<file path="src/rtl/seq_pkg.sv">
// Types and constants shared by the serial pattern generator and the sequence detector.
package seq_pkg;

    typedef enum logic {
        IDLE  = 1'b0,
        SHIFT = 1'b1
    } state_t;

    localparam logic [3:0] DET_PATTERN = 4'b0110;
    localparam int         DET_LEN     = 4;

endpackage

</file>
<file path="src/rtl/seq_gen_mon.sv">
// Monitor on the emitted serial stream: counts overlapping DET_PATTERN hits, saturating.
module seq_gen_mon
    import seq_pkg::*;
#(
    parameter int CNTW = 8
) (
    input  logic            clk,
    input  logic            reset,
    input  logic            clr,
    input  logic            bit_vld,
    input  logic            bit_in,
    output logic [CNTW-1:0] match_count
);

    localparam logic [1:0] FILL_MAX = 2'(DET_LEN - 1);

    logic [DET_LEN-2:0] hist;
    logic [1:0]         fill;
    logic               hit;

    // fill keeps the cleared history from matching as phantom leading zeros
    assign hit = bit_vld && (fill == FILL_MAX) && ({hist, bit_in} == DET_PATTERN);

    always_ff @(posedge clk) begin
        if (reset) begin
            hist        <= '0;
            fill        <= '0;
            match_count <= '0;
        end else begin
            if (clr) begin
                hist <= '0;
                fill <= '0;
            end else if (bit_vld) begin
                hist <= {hist[DET_LEN-3:0], bit_in};
                if (fill != FILL_MAX)
                    fill <= fill + 2'd1;
            end
            if (hit && (match_count != '1))
                match_count <= match_count + 1'b1;
        end
    end

endmodule

</file>
<file path="src/rtl/seq_gen.sv">
// Serial pattern transmitter: MSB-first shift-out of a loaded pattern, repeated reps+1 times.
// Optional SEQ_GEN_MATCH_CNT_EN adds the match_count port fed by seq_gen_mon.
module seq_gen
    import seq_pkg::*;
#(
    parameter int WIDTH = 8,
    parameter int LENW  = 4,
    parameter int REPW  = 4
`ifdef SEQ_GEN_MATCH_CNT_EN
    ,
    parameter int CNTW  = 8
`endif
) (
    input  logic             clk,
    input  logic             reset,
    input  logic             load_valid,
    output logic             load_ready,
    input  logic [WIDTH-1:0] load_data,
    input  logic [LENW-1:0]  load_len,
    input  logic [REPW-1:0]  load_reps,
    input  logic             bit_en,
    output logic             x,
    output logic             x_valid,
    output logic             busy,
    output logic             done
`ifdef SEQ_GEN_MATCH_CNT_EN
    ,
    output logic [CNTW-1:0]  match_count
`endif
);

    state_t           state, state_nxt;
    logic [WIDTH-1:0] pat;
    logic [LENW-1:0]  len, bit_cnt, len_clamped;
    logic [REPW-1:0]  reps, rep_cnt;
    logic [WIDTH-1:0] pat_shift;
    logic             accept, last_bit, last_rep;

    assign accept      = load_valid && load_ready;
    assign last_bit    = (bit_cnt == len - LENW'(1));
    assign last_rep    = (rep_cnt == reps);
    assign len_clamped = ((load_len == '0) || (load_len > LENW'(WIDTH))) ? LENW'(WIDTH) : load_len;
    assign pat_shift   = pat >> (len - LENW'(1) - bit_cnt);

    always_comb begin
        state_nxt  = state;
        load_ready = (state == IDLE);
        busy       = (state == SHIFT);
        x_valid    = busy && bit_en;
        x          = x_valid && pat_shift[0];
        case (state)
            IDLE:    if (accept) state_nxt = SHIFT;
            SHIFT:   if (bit_en && last_bit && last_rep) state_nxt = IDLE;
            default: state_nxt = IDLE;
        endcase
    end

    always_ff @(posedge clk) begin
        if (reset) begin
            state   <= IDLE;
            pat     <= '0;
            len     <= '0;
            reps    <= '0;
            bit_cnt <= '0;
            rep_cnt <= '0;
            done    <= 1'b0;
        end else begin
            state <= state_nxt;
            done  <= x_valid && last_bit && last_rep;
            if (accept) begin
                pat     <= load_data;
                len     <= len_clamped;
                reps    <= load_reps;
                bit_cnt <= '0;
                rep_cnt <= '0;
            end else if (x_valid) begin
                if (!last_bit) begin
                    bit_cnt <= bit_cnt + LENW'(1);
                end else if (!last_rep) begin
                    bit_cnt <= '0;
                    rep_cnt <= rep_cnt + REPW'(1);
                end
            end
        end
    end

`ifdef SEQ_GEN_MATCH_CNT_EN
    seq_gen_mon #(.CNTW(CNTW)) u_mon (
        .clk         (clk),
        .reset       (reset),
        .clr         (accept),
        .bit_vld     (x_valid),
        .bit_in      (x),
        .match_count (match_count)
    );
`endif

endmodule

</file>
<file path="config.mk">
export PLATFORM = sky130hd
export DESIGN_NAME = seq_gen
export DESIGN_NICKNAME = d
export VERILOG_FILES = /design/src/rtl/seq_pkg.sv /design/src/rtl/seq_gen_mon.sv /design/src/rtl/seq_gen.sv
export SDC_FILE = /design/constraint.sdc
export NUM_CORES = 1
export LEC_CHECK = 0
export CORE_MARGIN = 2
export CORE_UTILIZATION = 25
export CTS_CLUSTER_SIZE = 30
export DETAILED_ROUTE_END_ITERATION = 12
export PLACE_DENSITY = 0.42
export SLEW_MARGIN = 10
export SYNTH_ARGS = -nofsm -noshare
export SYNTH_HDL_FRONTEND = slang
export SYNTH_SLANG_ARGS = --single-unit
</file>
<file path="constraint.sdc">
create_clock -name clk -period 6 [get_ports clk]
set_input_delay 0.6 -clock clk [delete_from_list [all_inputs] [get_ports clk]]
set_output_delay 0.6 -clock clk [all_outputs]
set_load 0.05 [all_outputs]
</file>
Yosys cells after proc, flatten, opt, wreduce, memory -nomap -nowiden
Index checks and enable logic that the tools add are counted.

Add/subtract/negate cells: 4. Magnitude comparators: 1. Equality and inequality tests: 3. Shifts and indexed selects: 1. Multiplexer cells: 6. Bitwise operators: 2. Reduce and logical (&&, ||, !) cells: 12.

Operator list (number): 4-bit two-way mux (3); 4-bit by 1-bit adder with 4-bit output (second input constant) (2); 4-bit == test (2); 8-bit by 4-bit right shift with 1-bit output (1); 1-bit logical AND (7); 4-bit greater-than comparator (second input constant) (1); 4-bit zero test (1); 4-bit by 1-bit subtractor with 4-bit output (second input constant) (1); 4-bit subtractor (1); 3-bit AND reduction (1); 1-bit two-way mux (2); 2-bit != test (second input constant) (1); 1-bit inverter (2); 1-bit case mux with 2 select lines (1); 2-bit AND reduction (1); 2-bit OR reduction (1); 1-bit logical OR (1).

Bits in registers: 26.

Longest topological paths before layout
Gate-level depths: netlist (run 1).

Depth in word-level cells: 6. Mapped depth: 8. Gate-level depth less buffers: 8.

Worst setup path after synthesis (run 1)
No wires, ideal clock.

Path type: flip-flop to output port. Start: register len[0]. End: output port x. Arrival time: 2.570 ns. Data required time: 5.400 ns. Setup slack: 2.830 ns. Stages on the path, launching flop included: 7. Buffers on the path: 0. Path through: dfxtp_1 > inv_1 > ha_1 > fa_1 > mux4_2 > mux2i_1 > nor3_1.

Word-level cells in the longest chain between the ends: 4.

RTL lines: from (decl) (line seq_gen.sv:34) `logic [LENW-1:0] len, bit_cnt, len_clamped;`; from (signal assigned) (line seq_gen.sv:72) `len <= len_clamped;`; 4-bit by 1-bit subtractor with 4-bit output (line seq_gen.sv:43) `assign pat_shift = pat >> (len - LENW'(1) - bit_cnt);`; 4-bit subtractor (line seq_gen.sv:43); 8-bit by 4-bit right shift with 1-bit output (line seq_gen.sv:43); 1-bit logical AND (line seq_gen.sv:50) `x = x_valid && pat_shift[0];`; to (decl) (line seq_gen.sv:22) `output logic x,`.

No other way between the ends.

Final worst setup path (run 1)
Ends and elaborated chain as after synthesis.

==> results.tsv, run 1 <==
metric	value	unit
ratio of total power to cell area	240	nW/um^2
biggest area consumer among synthesized cells	dfxtp_1	
peak fanout along the critical path	3	
result of the run	finished, final reports clean	
final global-route overflow total	0	
number of max-cap violations	0	
area of the placeable core	4750	sq um
Total Neg Setup Slack	0	ps
Placed Instances	211	
WP buf/inv	2	
worst slew pin tran	951	ps
time the worst path needs with I/O delays and setup	3500	ps
maximum clock frequency	286	MHz
area growth from synthesis to layout	31.3	%
worst setup path category	register to output pin	
number of unique standard cell types used by synthesis	30	
initial drt markers	66	
CTS Hold Bufs	0	
fraction of final layout cells with drive strength greater than 1	8.78	%
RSZ-0062 raised after global routing	false	
number of routed nets with antenna violations	0	
Core Rows	25	
top-count cell post-synth	dfxtp_1	
Clock Latency Late Sink	270	ps
die outline width	74.4	um
proportion of synthesized flip-flops having asynchronous set or reset	0	%
maximum count of clock buffers along a single path	2	
via count of the first global-routing pass	926	
ratio of final minimum period to clock period	58.3	%
per-cell via count in the routed design	4.50	
kind of end point of the critical path	output pin	
top cell type's share of synthesized area	42.1	%
total half-perimeter wirelength after legalization and detailed placement	2080	um
post-synth design cell area	1240	sq um
number of storage elements in the synthesis netlist	26	
Commonest cells post-synth	dfxtp_1, a22o_1, nor2_1	
clock tree root driver cell	clkbuf_8	
number of fill cells	497	
number of detailed-route iterations in the first pass	4	
Net count, final	176	
die area	5530	sq um
final hold violations	0	
setup-violating endpoint count in the final report	0	
leakage component of the power	0.631	nW
number of diodes added for antenna fixing	0	
cell with the largest stage delay on the worst path	clkdlybuf4s50_1	
Crit path max-delay family	buffers and inverters	
Post-CTS Setup Repair Bufs	0	
largest vdd supply drop	115	uV
number of enable flip-flop cells after synthesis	0	
max-slew violation count	0	
number of instances in the synthesized netlist	122	
post-synthesis area per instance	10.1	sq um
vias	967	
CP required	5400	ps
mean routed wirelength per cell	11.9	um
Setup crit start kind	register	
path class of the lowest-slack min-delay path	register to register	
# resized after CTS	0	
sequential cell area fraction in the yosys report	42.1	%
final routed DRC violation total	0	
worst path cell trace	inv_1 -> ha_1 -> fa_1 -> mux4_2 -> mux2i_1 -> nor3_1 -> clkdlybuf4s50_1	
H-tree lvl count	1	
total clock buffers created by CTS	3	
primary flip-flop cell chosen by synthesis mapping	dfxtp_1	
Worst slew margin	36.4	%
number of standard cells in the layout, taps in and fillers out	215	
CP arrival	2900	ps
final weighted congestion of routability-driven global placement	0.738	
Layout Skew	5.03	ps
num ports	25	
initial antenna violation count	0	
gr usage total	10.1	%
cells taking the most area after synthesis	dfxtp_1, a22o_1, ha_1	
nets in the synthesized netlist	149	
DRT Wirelength	2560	um
yosys synthesis warning count	0	
maximum number of pins on one net before global-route repair	16	
first-pass GRT wire length	4230	um
clock sinks	26	
initial core utilization	26.0	%
total of buffers placed on input and output ports	24	
CTS tree	yes	
Die Y-Extent	74.4	um
CP max stage delay	830	ps
clock transition at the register clock pins on the worst setup and hold paths after CTS	90	ps
-- worst paths after layout --
check	start	end	slack, ps	cells past startpoint
max	len[0]	x	2500	7
min	pat[0]	pat[0]	490	1
max reg2reg	len[0]	busy	3780	8
min reg2reg	pat[0]	pat[0]	490	1
-- cell usage in the layout, fill, tap and decap left out, drive strengths merged, types with 6 or more instances in the layout --
master,instances
ha,6
inv,9
dfxtp,26
clkdlybuf4s50,24
nand2,7
a22o,13
nor2,12
nor3,7
xnor2,8
-- per-stage QoR --
step / power, W / setup WS [ps] / utilization (%) / instance area (sq um) / hold slack, ps
final: 0.000390 / 2500 / 34.2 / 1630 / 494
after global routing: 0.000408 / 2360 / 34.2 / 1630 / 523
after CTS: 0.000394 / 2470 / 34.2 / 1630 / 496
after detailed placement: 0.000249 / 2790 / 32.7 / 1550 / 470
after global placement: 0.000249 / 2880 / 32.7 / 1550 / 476
after floorplan: 0.000225 / 2830 / - / 1240 / 444
-- sequential cells by signal (all words and copies together), names as in the netlist --
register  flops
bit_cnt       4
busy          1
done          1
len           4
pat           8
rep_cnt       4
reps          4
-- power by group --
part / leakage (nW) / internal [W] / switching [W] / total (W)
Combinational: 0.383 / 0.0000311 / 0.0000284 / 0.0000595
Clock: 0.0357 / 0.0000892 / 0.0000559 / 0.000145
Sequential: 0.212 / 0.000180 / 0.00000537 / 0.000185
Total: 0.631 / 0.000300 / 0.0000897 / 0.000390
-- area by class of cell --
class | count | area [sq um] | area share, %
clock inverters | 1 | 30.0 | 1.85
multi-input cells | 85 | 676 | 41.6
clock buffers | 3 | 41.3 | 2.54
repair buffers | 24 | 240 | 14.8
inverters | 9 | 33.8 | 2.08
flip-flops and latches | 26 | 520 | 32.0
well taps | 67 | 83.8 | 5.16
-- per-layer routing --
| layer | vias up | track usage [%] | routed length, um |
|---|---|---|---|
| met5 | - | 0 | 0 |
| met4 | 0 | 4.56 | 36 |
| met3 | 4 | 2.17 | 63 |
| met2 | 13 | 17.0 | 1270 |
| met1 | 457 | 12.6 | 1180 |
| li1 | 493 | - | - |
-- worst reg2reg max path: cells and delay by family, from the launching register on --
family / cells / cell delay [ps]
xor gates and xnor gates: 1 / 150
AOI/OAI and AO/OA: 1 / 120
DFF: 1 / 380
and+or+nand+nor: 3 / 860
buffers and inverters: 1 / 80
adders and majority gates: 2 / 550
-- cells by family after synthesis --
logic type	synth area share [%]
compound gates	17.2
buf+inv	3.34
simple gates	15.4
fa+ha+maj	7.68
flops	42.1
xor+xnor	8.29
mux	6.07
No activity file was read; power rests on OpenSTA's default activity.
==> run 2, diff against run 1 <==
- PLACE_DENSITY: 0.42 -> 0.43
- clock period: 6 -> 3.1 ns (I/O delays scaled with it)
==> results.tsv, run 2 (synthesis results as in run 1) <==
metric	value	unit	change
cell with the largest stage delay on the worst path	fa_1		
vias	977		+1.0%
worst setup slack before clock tree synthesis	734	ps	-2060 ps
per-cell via count in the routed design	4.52		+0.57%
initial core utilization	26.0	%	unchanged
most common cell after layout, fill and taps aside	dfxtp_1		
leakage component of the power	0.638	nW	+1.1%
largest vdd supply drop	168	uV	+46%
CP max stage delay	560	ps	-270 ps
path class of the lowest-slack min-delay path	register to register		
H-tree lvl count	1		unchanged
number of detailed-route iterations in the first pass	4		unchanged
total clock buffers created by CTS	3		unchanged
peak fanout along the critical path	3		unchanged
ratio of final minimum period to clock period	85.7	%	
fraction of final layout cells with drive strength greater than 1	10.1	%	+1.3 points
Die Y-Extent	74.4	um	unchanged
Total Neg Setup Slack	0	ps	unchanged
setup-violating endpoint count in the final report	0		unchanged
number of routed nets with antenna violations	0		unchanged
total half-perimeter wirelength after legalization and detailed placement	2170	um	+4.3%
initial antenna violation count	0		unchanged
first-pass GRT wire length	4450	um	+5.2%
die area	5530	sq um	unchanged
maximum count of clock buffers along a single path	2		unchanged
number of diodes added for antenna fixing	0		unchanged
final weighted congestion of routability-driven global placement	0.718		-2.7%
maximum clock frequency	376	MHz	
commonest cells after routing, fill and taps aside	dfxtp_1, clkdlybuf4s50_1, a22o_1		
Clock Latency Late Sink	270	ps	about the same
Setup crit start kind	register		
final global-route overflow total	0		unchanged
clock transition at the register clock pins on the worst setup and hold paths after CTS	90	ps	about the same
num ports	25		unchanged
WP buf/inv	2		unchanged
maximum number of pins on one net before global-route repair	16		unchanged
via count of the first global-routing pass	938		+1.3%
Post-CTS Setup Repair Bufs	0		unchanged
initial drt markers	40		-39%
max reg flops	8		unchanged
mean routed wirelength per cell	12.4	um	+4.8%
clock tree root driver cell	clkbuf_8		
worst path cell trace	inv_1 -> ha_1 -> fa_1 -> mux4_2 -> mux2i_1 -> nor3_1 -> buf_4		
gr usage total	10.6	%	+0.44 points
top register by number of flip-flops	pat		
ratio of total power to cell area	463	nW/um^2	+93%
kind of end point of the critical path	output pin		
total of buffers placed on input and output ports	24		unchanged
area of the placeable core	4750	sq um	unchanged
Crit path max-delay family	adder cells		
CTS tree	yes		
Layout Skew	3.79	ps	-1.24 ps
worst setup path category	register to output pin		
# resized after CTS	0		unchanged
setup slack after layout	442	ps	-2060 ps
die outline width	74.4	um	unchanged
max-slew violation count	0		unchanged
Net count, final	177		+0.57%
Core Rows	25		unchanged
clock sinks	26		unchanged
Worst slew margin	46.0	%	+9.6 points
CTS Hold Bufs	0		unchanged
area growth from synthesis to layout	31.7	%	
result of the run	finished, final reports clean		
RSZ-0062 raised after global routing	false		
CP arrival	2350	ps	-550 ps
final routed DRC violation total	0		unchanged
final hold violations	0		unchanged
DRT Wirelength	2690	um	+5.2%
share of the core filled with cells	34.3	%	+0.11 points
worst slew pin tran	807	ps	-144 ps
time the worst path needs with I/O delays and setup	2660	ps	
CP required	2790	ps	-2610 ps
number of max-cap violations	0		unchanged
[run 2: cell types whose count changed in the layout (fill, tap and decap cells not counted), sizes merged]
cell,before,now
clkdlybuf4s50,24,23
buf,0,2
[run 2: layer usage]
layer	part of all wire [%]	routed length (um)	vias to the layer above	GRT usage [%]
met3	5.0	135	2	1.76
met2	48	1290	26	16.7
met1	46	1240	455	14.3
met5	0	0	-	0
met4	0.93	25	0	4.76
li1	-	-	494	-
[run 2: final timing paths]
kind | slack [ps] | cells after the start | endpoint | startpoint
worst min-delay path | 480 | 1 | pat[0] | pat[0]
worst max-delay path | 440 | 7 | x | len[0]
worst min register to register | 480 | 1 | pat[0] | pat[0]
worst max register to register | 900 | 8 | busy | len[0]
[run 2: cell type report]
| class | instances | area [sq um] |
|---|---|---|
| multi-input cells | 85 | 676 |
| flip-flops and latches | 26 | 520 |
| clock buffers | 3 | 41.3 |
| clock inverters | 1 | 30.0 |
| fillers | 489 | 3120 |
| well taps | 67 | 83.8 |
| inverters | 9 | 33.8 |
| repair buffers | 25 | 245 |
[run 2: through the flow]
stage | power, W | instances | hold WS [ps] | cell area, sq um
floorplan | 0.000435 | 122 | 382 | 1240
CTS | 0.000769 | 216 | 489 | 1630
global route | 0.000787 | 216 | 509 | 1630
finish | 0.000756 | 216 | 481 | 1630
detailed placement | 0.000484 | 212 | 462 | 1560
global placement | 0.000483 | 212 | 476 | 1560
[run 2: power breakdown]
| part | switching, W | internal, W | leakage, nW |
|---|---|---|---|
| clock | 0.000109 | 0.000173 | 0.0357 |
| sequential | 0.0000106 | 0.000348 | 0.212 |
| combinational | 0.0000550 | 0.0000611 | 0.390 |
==> run 3, diff against run 2 <==
- CAP_MARGIN: not set -> 20
==> results of run 3 <==
The final DEF is identical to that of run 2; final timing and power are the same.
==> edit 1, RTL diff (config.mk and constraints of run 2) <==
Add a define of `SEQ_GEN_MATCH_CNT_EN`.
--- a/src/rtl/seq_gen.sv
+++ b/src/rtl/seq_gen.sv
@@ -1,5 +1,7 @@
 // Serial pattern transmitter: MSB-first shift-out of a loaded pattern, repeated reps+1 times.
 // Optional SEQ_GEN_MATCH_CNT_EN adds the match_count port fed by seq_gen_mon.
+`define SEQ_GEN_MATCH_CNT_EN
+
 module seq_gen
     import seq_pkg::*;
 #(
Function (old outputs only; new: match_count): kept (Yosys induction, for registers that start in step).
==> edit 1 against run 2 <==
Non-clock buffer count grew 16. Sequential cell count grew 13. Clock power grew 17%. Global-route usage grew 0.47 points. Die area grew 50%. Final area grew 54%. Routed wire length grew 59%. Count of clock-buffer cells in the layout grew 2. Clock skew grew 2.1 ps. Via count grew 68%. Total power grew 32%. Worst setup slack lost 340 ps. Synthesized area grew 53%. Critical endpoint is now u_mon.match_count[6]. Largest power group unchanged. Highest routed layer unchanged.
==> edit 1: results (changes against run 2) <==
| Metric | Value |
|---|---|
| Clock skew | 5.86 ps (was 3.79 ps) |
| Largest net degree at the start of global routing | 20 (was 16) |
| Post-Place Worst Slack | -266 ps (was 734 ps) |
| Net Count, Synth | 256 (was 149) |
| Routed length on met1 | 2200 um (was 1240 um) |
| Sequential area share after synthesis | 0.412 (was 0.421) |
| Vias in the first global route | 1,581 (was 938) |
| Port-buffer cells | 32 (was 24) |
| Num CTS Buffers | 5 (was 3) |
| Vias per std cell | 4.49 (was 4.52) |
| Max VDD drop | 0.187 mV (was 0.168 mV) |
| GRT Total Usage | 0.111 (was 0.106) |
| Status | finished, final reports clean (unchanged) |
| Leakage | 0.874 nW (was 0.638 nW) |
| Internal Pwr Total | 737 uW (was 581 uW) |
| Initial DRC Count | 72 (was 40) |
| Layout filler cell count | 817 (was 489) |
| Met3 WL post-DR | 204 um (was 135 um) |
| Post-DP Area | 2360 um2 (was 1560 um2) |
| Worst-Margin Slew | 626 ps (was 807 ps) |
| Synthesized instance count | 227 (was 122) |
| Total Routed Length | 4280 um (was 2690 um) |
| Non-Filler Instances | 365 (was 216) |
| # diodes | 0 (unchanged) |
| Nets | 294 (was 177) |
| Crit path DAT | 3210 ps (was 2350 ps) |
| Routability Congestion | 0.767 (was 0.718) |
| Layout cell share with drive strength beyond 1 | 0.113 (was 0.101) |
| Crit Path Max Fanout | 9 (was 3) |
| HPWL Detailed | 3050 um (was 2170 um) |
| Post-synth top cells | dfxtp_1 (39), nand2_1 (38), a21oi_1 (24), nor2_1 (15), inv_1 (12) (was dfxtp_1 (26), a22o_1 (13), nor2_1 (12), inv_1 (9), nand2_1 (7)) |
| Multi-input logic area | 1070 um2 (was 676 um2) |
| Routed met2 length | 1830 um (was 1290 um) |
==> edit 1: cell count changes after synthesis, moves of 4 or more <==
| cell | run 2 | this run |
|---|---|---|
| a21oi_1 | 2 | 24 |
| nand3_1 | 3 | 9 |
| dfxtp_1 | 26 | 39 |
| nand3b_1 | 0 | 4 |
| nand2_1 | 7 | 38 |
| clkbuf_1 | 2 | 9 |
| a22o_1 | 13 | 0 |
==> edit 1: final cells by class <==
type,count,share of cell area
flip-flops and latches,39,0.312
clock buffers,5,0.0274
repair buffers,41,0.160
inverters,12,0.0180
clock inverters,3,0.00599
well taps,99,0.0494
multi-input cells,166,0.427
==> edit 1: worst paths after layout <==
path              startpoint                    to  slack (ps)  cells past startpoint
setup reg to reg      len[0]  u_mon.match_count[6]         100                      9
hold reg to reg       pat[4]                pat[4]         450                      2
setup / recovery      len[0]  u_mon.match_count[6]         100                      9
hold / removal        pat[4]                pat[4]         450                      2
==> edit 1: metal layers <==
metal  up-vias  global-route usage
met2        34               0.169
met4         0              0.0379
li1        858                   -
met5         -                   0
met1       743               0.150
met3         4              0.0315
==> edit 1: what timing repair did <==
item                                    in CTS  in global routing
pin swaps                                    0                  2
endpoints found under the setup margin       3                  1
resized for setup                            4                  6
buffers inserted                             0                  2
==> edit 1: logic make-up after synthesis <==
family,Yosys count,share of synthesized area
buffers and inverters,22,0.0456
muxes,7,0.0509
AOI/OAI and AO/OA,40,0.120
and+or+nand+nor,98,0.252
xor gates and xnor gates,12,0.0555
DFF,39,0.412
adders and majority gates,9,0.0635
==> edit 1: power by group through the flow <==
stage	registers (mW)	clock network (mW)	logic [mW]
4_1_cts	0.523	0.348	0.141
5_1_grt	0.525	0.366	0.160
6_report	0.523	0.329	0.145
2_1_floorplan	0.536	0	0.0792
3_5_place_dp	0.535	0	0.133
3_3_place_gp	0.535	0	0.132
==> edit 2, RTL diff (config.mk and constraints of run 2) <==
Made on the original files. Make the reset (`reset`) asynchronous in one clocked block.
--- a/src/rtl/seq_gen.sv
+++ b/src/rtl/seq_gen.sv
@@ -55,7 +55,7 @@
         endcase
     end
 
-    always_ff @(posedge clk) begin
+    always_ff @(posedge clk or posedge reset) begin
         if (reset) begin
             state   <= IDLE;
             pat     <= '0;
Behaviour: differs if reset is asserted again (counterexample within 4 cycles, from zero or initial values and one cycle with reset high); with reset held inactive, the same outputs for 10 cycles.
==> edit 2 against run 2 <==
Worst setup slack got worse by 210 ps. Non-clock buffer count unchanged. Routed wire length is 18% higher. Clock skew is 0.70 ps lower. Register-to-register slack gained 180 ps. Hold slack improved by 33 ps. Highest routed layer unchanged. Via count increased by 8.8%. Synthesized area increased by 19%. Final area increased by 13%. Sequential cell count is the same. Fmax down 7.2%.
Power is not compared: it rests on default switching activity, and its combinational part moved more than twofold at a synthesized area within 25%.
==> edit 2: results (changes against run 2) <==
| Metric | Value |
|---|---|
| Status | finished, final reports clean (unchanged) |
| Layout cell share with drive strength beyond 1 | 0.181 (was 0.101) |
| Crit path DAT | 2560 ps (was 2350 ps) |
| Nets | 184 (was 177) |
| Largest net degree at the start of global routing | 27 (was 16) |
| Cells on worst reg2reg path | 7 (was 8) |
| Async SR Flop Fraction | 1.00 (was 0) |
| Post-cts repair resize count | 0 (unchanged) |
| Reg-to-reg startpoint | len[0] (unchanged) |
| Post-synth EDFFs | 0 (unchanged) |
| Vias | 1,063 (was 977) |
| Placed Cells | 224 (was 212) |
| Internal Pwr Total | between 1 and 1.5 mW |
| Routability Congestion | 0.717 (was 0.718) |
| Largest Register | pat (unchanged) |
| GRT Total Usage | 0.108 (was 0.106) |
| Reg2Reg Setup Slack | 1080 ps (was 900 ps) |
| Post-synthesis compound-gate area fraction | 0.0790 (was 0.172) |
| Total Routed Length | 3170 um (was 2690 um) |
| Final WS setup | 235 ps (was 442 ps) |
| Post-Synth XOR/XNOR Area | 0.0637 (was 0.0829) |
| HPWL Detailed | 2410 um (was 2170 um) |
| Avg Synthesized Cell Area | 11.2 um2 (was 10.1 um2) |
| Worst Hold End | pat[6] (was pat[0]) |
| Post-synthesis mux area share | 0.150 (was 0.0607) |
| Clk. pwr | ~190 uW |
| Synth Area in Adders | 0.0646 (was 0.0768) |
| Number of distinct library cells after synthesis | 38 (was 30) |
| Sequential area share after synthesis | 0.442 (was 0.421) |
| Initial antenna violation count | 0 (unchanged) |
| Global-route wire length before repair | 5320 um (was 4450 um) |
| Clock skew | 3.09 ps (was 3.79 ps) |
| R2r endpoint | rep_cnt[3] (was busy) |
| Post-synth top cells | dfrtp_1 (26), mux2_2 (12), nand2_1 (11), inv_1 (10) (was dfxtp_1 (26), a22o_1 (13), nor2_1 (12), inv_1 (9), nand2_1 (7)) |
| Clk slew on worst S/H paths | 90 ps (about the same) |
| Final Hold Slack | 513 ps (was 481 ps) |
| Post-Place Worst Slack | 510 ps (was 734 ps) |
| Synth area leaders | dfrtp_1 (44%), mux2_2 (9.2%), ha_1 (5.1%) (was dfxtp_1 (42%), a22o_1 (9.2%), ha_1 (6.1%)) |
| Start point of the worst hold path | pat[6] (was pat[0]) |
| Initial DRC Count | 51 (was 40) |
| Worst-Margin Slew | 1010 ps (was 807 ps) |
| Net Count, Synth | 159 (was 149) |
| Post-DP Area | 1800 um2 (was 1560 um2) |
==> edit 2: cell count changes after synthesis, sizes merged, moves of 4 or more <==
cell and delta:
nand2 +4, nor3 -4, mux2 +12, dfxtp -26, a22o -13, nor2 -9, dfrtp +26
==> edit 2: routing by layer <==
| layer | vias up | global-route usage | wire [um] |
|---|---|---|---|
| li1 | 519 | - | - |
| met1 | 520 | 0.160 | 1670 |
| met2 | 20 | 0.158 | 1360 |
| met3 | 4 | 0.0211 | 101 |
| met4 | 0 | 0.0356 | 36 |
| met5 | - | 0 | 0 |
==> edit 2: area by class of cell <==
type / count / area (um2)
clock buffer: 3 / 41.3
fill: 576 / 3770
inverter: 10 / 37.5
multi-input combinational: 91 / 764
sequential: 26 / 651
tap: 72 / 90.1
timing repair buffer: 25 / 258
==> edit 2: worst max-delay path: cells and delay by family (launching register included) <==
family / cells / cell delay, ps
adders and majority gates: 2 / 870
buffers and inverters: 2 / 240
DFF: 1 / 400
muxes: 2 / 680
and+or+nand+nor: 1 / 90
